`config.mk`:
```
export PLATFORM = sky130hd
export DESIGN_NAME = wb_regfile
export DESIGN_NICKNAME = d
export VERILOG_FILES = /design/src/rtl/wb_regfile.sv
export SDC_FILE = /design/constraint.sdc
export NUM_CORES = 2
export LEC_CHECK = 0
export BUFFER_PORTS_ARGS = -buffer_cell sky130_fd_sc_hd__clkbuf_2
export CAP_MARGIN = 20
export CORE_MARGIN = 5
export CORE_UTILIZATION = 50
export CTS_BUF_LIST = sky130_fd_sc_hd__clkbuf_8
export DETAILED_ROUTE_END_ITERATION = 16
export PLACE_DENSITY = 0.75
export SLEW_MARGIN = 20
export SYNTH_ARGS = -nofsm -noshare
export SYNTH_HDL_FRONTEND = slang
export SYNTH_SLANG_ARGS = --single-unit
```
`constraint.sdc`:
```
create_clock -name clk -period 3.4 [get_ports clk]
set_clock_uncertainty 0.15 [all_clocks]
set_input_delay 0.17 -clock clk [delete_from_list [all_inputs] [get_ports clk]]
set_output_delay 0.17 -clock clk [all_outputs]
set_load 0.01 [all_outputs]
```
`src/rtl/wb_regfile.sv`:
```
// Write-back register file: 2^ADDR_W x DATA_W, r0 hardwired to zero, two bypassed read ports.
// Latency: writes commit on the next edge, reads are combinational; no backpressure, WB is never stalled.
module wb_regfile #(
    parameter int DATA_W = 32,
    parameter int ADDR_W = 5,
    parameter int CNT_W  = 32
) (
    input  logic              clk,
    input  logic              rst,
    input  logic              we,
    input  logic [ADDR_W-1:0] waddr,
    input  logic [DATA_W-1:0] wdata,
    input  logic              re1,
    input  logic [ADDR_W-1:0] raddr1,
    output logic [DATA_W-1:0] rdata1,
    input  logic              re2,
    input  logic [ADDR_W-1:0] raddr2,
    output logic [DATA_W-1:0] rdata2,
    output logic [CNT_W-1:0]  wr_count
);

    localparam int NUM_REGS = 2 ** ADDR_W;

    logic [DATA_W-1:0] regs_q [NUM_REGS];
    logic [DATA_W-1:0] regs_d [NUM_REGS];
    logic [CNT_W-1:0]  wr_count_q;
    logic [CNT_W-1:0]  wr_count_d;
    logic              commit;

    logic              rd_en   [2];
    logic [ADDR_W-1:0] rd_addr [2];
    logic [DATA_W-1:0] rd_dat  [2];

    always_comb begin
        commit     = we && (waddr != '0);
        regs_d     = regs_q;
        wr_count_d = wr_count_q;
        if (commit) begin
            regs_d[waddr] = wdata;
            wr_count_d    = wr_count_q + CNT_W'(1);
        end
    end

    always_ff @(posedge clk) begin
        if (rst) begin
            for (int i = 0; i < NUM_REGS; i++) begin
                regs_q[i] <= '0;
            end
            wr_count_q <= '0;
        end else begin
            regs_q     <= regs_d;
            wr_count_q <= wr_count_d;
        end
    end

    // Bypass lets decode see the value write-back commits on this same edge.
    always_comb begin
        rd_en[0]   = re1;
        rd_en[1]   = re2;
        rd_addr[0] = raddr1;
        rd_addr[1] = raddr2;
        for (int p = 0; p < 2; p++) begin
            rd_dat[p] = '0;
            if (!rst && rd_en[p] && (rd_addr[p] != '0)) begin
                if (we && (waddr == rd_addr[p])) begin
                    rd_dat[p] = wdata;
                end else begin
                    rd_dat[p] = regs_q[rd_addr[p]];
                end
            end
        end
    end

    assign rdata1   = rd_dat[0];
    assign rdata2   = rd_dat[1];
    assign wr_count = wr_count_q;

endmodule

```
==> impl_metrics.tcl <==
set metrics [dict create \
    status "complete, but fails checks" \
    violations "negative setup slack" \
    end_kind "primary output" \
    htree_levels 4 \
    synth_edf_count 0 \
    synthesis.area_sq_um 53700 \
    path_depth 5 \
    place_area_sq_um 55900 \
    antenna_found_initial 19 \
    yosysUniqueCellTypes 56 \
    maxCapViolations 0 \
    dp_hpwl_microns 128000 \
    yosys_register_bits 1056 \
    worst_slack_ns -0.171 \
    drt_iter0_drc 9575 \
    cp_num_buf_inv 1 \
    crit_path_end "rdata1[13]" \
    relSlewSlack_pct 14.4 \
    yosys.area.top_type_share_pct 39.4 \
    chipHeight_microns 338 \
    ys_seq_area_share_pct 39.4 \
    max-clock-path-buffers 3 \
    drt_first_pass_iters 7 \
    setup_violations 2 \
    grt_max_degree 207 \
    critPathLaunchType "flip-flop" \
    crit_arrival_ns 3.25 \
    cts_buffers 173 \
    hold_viol_final 0 \
    crit_path_max_incr_delay_ns 1.00 \
    drive_gt1_share_pct 17.2 \
    hold_depth 6 \
    path_clk_slew_ns 0.06 \
    rows 120 \
    path_class "reg2out" \
    reg2reg_slack_ns 0.85 \
    hold_path.class "in2reg" \
    critical-path-top-delay-family "compound AO/OA/AOI/OAI gates" \
    period_share_pct 105 \
    routed_wl_microns 219000 \
    cp_data_required_time_ns 3.08 \
    reg2reg_to "wr_count[30]" \
    syn-num-nets 6333 \
    crit_fanout 3 \
    fmax_mhz 280 \
    insertion_delay_ns 0.88 \
    die_area_sq_um 114000 \
    tightest_slew_ns 1.28 \
    coreArea_sq_um 107000 \
    areaGrowthSynthToFinish_pct 11.1 \
    holdCritStartpoint "we" \
    root_buffer "clkbuf_8" \
    grt_pass1_vias 49500 \
    vdd_drop_max_uv 391 \
    vias_per_cell 6.86 \
    ys.flop_type "dfxtp_1" \
    worstSetupStartpoint "regs_q[909]" \
    final_area_sq_um 59700 \
    power.density_nw_per_um2 437 \
    nFillCells 9392 \
    crit_path_top_delay_cell "a2111oi_2" \
    ant_nets 0 \
    place_inst 7366 \
    stdcell_count 7713 \
    cts_tree "built" \
    total_power_w 0.0261 \
    synth_top_area_cell "dfxtp_1" \
    start_util_pct 50.3 \
    cts_sinks 1056 \
    ioPinCount 148 \
    synth_warnings 0 \
    period_minus_slack_ns 3.57 \
    rr_worst_depth 6 \
    drc 0 \
    total_leakage_power_nw 19.8 \
    grt_usage_pct 36.9 \
    yosys-top-cells-area "dfxtp_1 (39%), mux4_2 (17%), nand2_1 (15%), a21oi_1 (9.9%), mux2i_1 (4.2%)" \
    finalWeightedCongestion 0.978 \
    nNetsFinal 6229 \
    synthCells 6280 \
    grt_pass1_wl_microns 315000 \
    gr-total-overflow 0 \
    maxSlewViolCount 0 \
    timing.rr.start "wr_count[3]" \
    cts_setup_buffers 0 \
    async_reset_ff_share_pct 0 \
    wire_per_inst_microns 28.4 \
    avgSynthCellArea_sq_um 8.55 \
    final_core_util_pct 55.8 \
    num_vias 52900 \
    portBuffers 147 \
    crit_chain "mux2i_1 -> a221oi_1 -> a221oi_2 -> a2111oi_2 -> clkbuf_2" \
    die-width_microns 338 \
]
-- Yosys cell counts, drive strengths merged, types with 12 or more instances --
cell	number
a21oi	1059
xnor2	22
nor2	86
or3	12
o22ai	35
clkbuf	512
o21bai	31
buf	150
mux4	402
nor2b	60
a211oi	23
a31oi	23
a22oi	84
a221o	47
a221oi	112
dfxtp	1056
o21ai	98
mux2i	227
nor3	16
nand3	13
nand2	2097
-- registers in the layout, summed over array words and instances, names as in the netlist --
register	cells
regs_q	1024
wr_count	32
-- worst min-delay path, stage by stage --
cell      delay (ns)
clkbuf_2        0.15
buf_4           0.20
o211a_1         0.21
nand3_1         0.13
xor2_1          0.06
nor2_1          0.07
-- area by class of cell --
cell class                 count  area (sq um)  share of cell area (%)
clock buffer                 212          2920                    4.89
clock inverter                82           414                   0.694
timing repair buffer         383          3170                    5.31
antenna                       15          37.5                  0.0629
inverter                      11          41.3                  0.0692
sequential                  1056         21100                    35.4
tap                         1403          1760                    2.94
multi-input combinational   4551         30200                    50.6
-- stage by stage --
| step | setup slack (ns) | setup TNS, ns | hold slack (ns) |
|---|---|---|---|
| 2_1_floorplan | 1.09 | 0 | 0.290 |
| 3_3_place_gp | -0.307 | -0.307 | 0.298 |
| 3_5_place_dp | 0.0888 | 0 | 0.307 |
| 4_1_cts | 0.0280 | 0 | 0.0254 |
| 5_1_grt | -0.00691 | -0.00691 | 0.0743 |
| 6_report | -0.171 | -0.214 | 0.0140 |
-- metal layers --
| metal | vias up | GRT usage [%] | part of all wire [%] |
|---|---|---|---|
| li1 | 21800 | - | - |
| met1 | 24900 | 46.3 | 34 |
| met2 | 4815 | 51.4 | 41 |
| met3 | 1319 | 14.9 | 17 |
| met4 | 14 | 26.3 | 8.3 |
| met5 | - | 0.511 | 0.070 |
-- repair_timing --
item,in CTS,in global routing
endpoints found under the setup margin,0,3
hold buffers,38,0
resized for setup,0,3
endpoints found under the hold margin,1017,0
-- power breakdown --
part | internal [W] | total (W) | switching [W]
clock | 0.00567 | 0.0111 | 0.00541
sequential | 0.0125 | 0.0125 | 0.0000684
combinational | 0.000739 | 0.00248 | 0.00174
-- cells in the final DEF, fill, tap and decap left out, types with 50 or more instances in the layout --
master,n
o21ai_0,97
a22oi_1,84
nand2_1,2066
clkbuf_2,139
mux2i_1,227
mux4_2,402
buf_4,159
dfxtp_1,1056
nor2b_1,56
inv_1,68
clkbuf_8,212
a21oi_1,1059
a221oi_1,111
nor2_1,50
-- logic make-up after synthesis --
family,synth area share [%]
AOI/OAI and AO/OA,16.6
xor gates and xnor gates,0.424
adders and majority gates,0.0233
buffers and inverters,5.19
DFF,39.4
muxes,21.2
and+or+nand+nor,17.3
-- worst min-delay path by stage --
stage | to | slack (ns)
after detailed placement | regs_q[309] | 0.31
after global placement | regs_q[405] | 0.30
after global routing | wr_count[4] | 0.07
after floorplan | regs_q[990] | 0.29
final | wr_count[4] | 0.01
after CTS | regs_q[472] | 0.03
(Power assumes the default switching activity.)
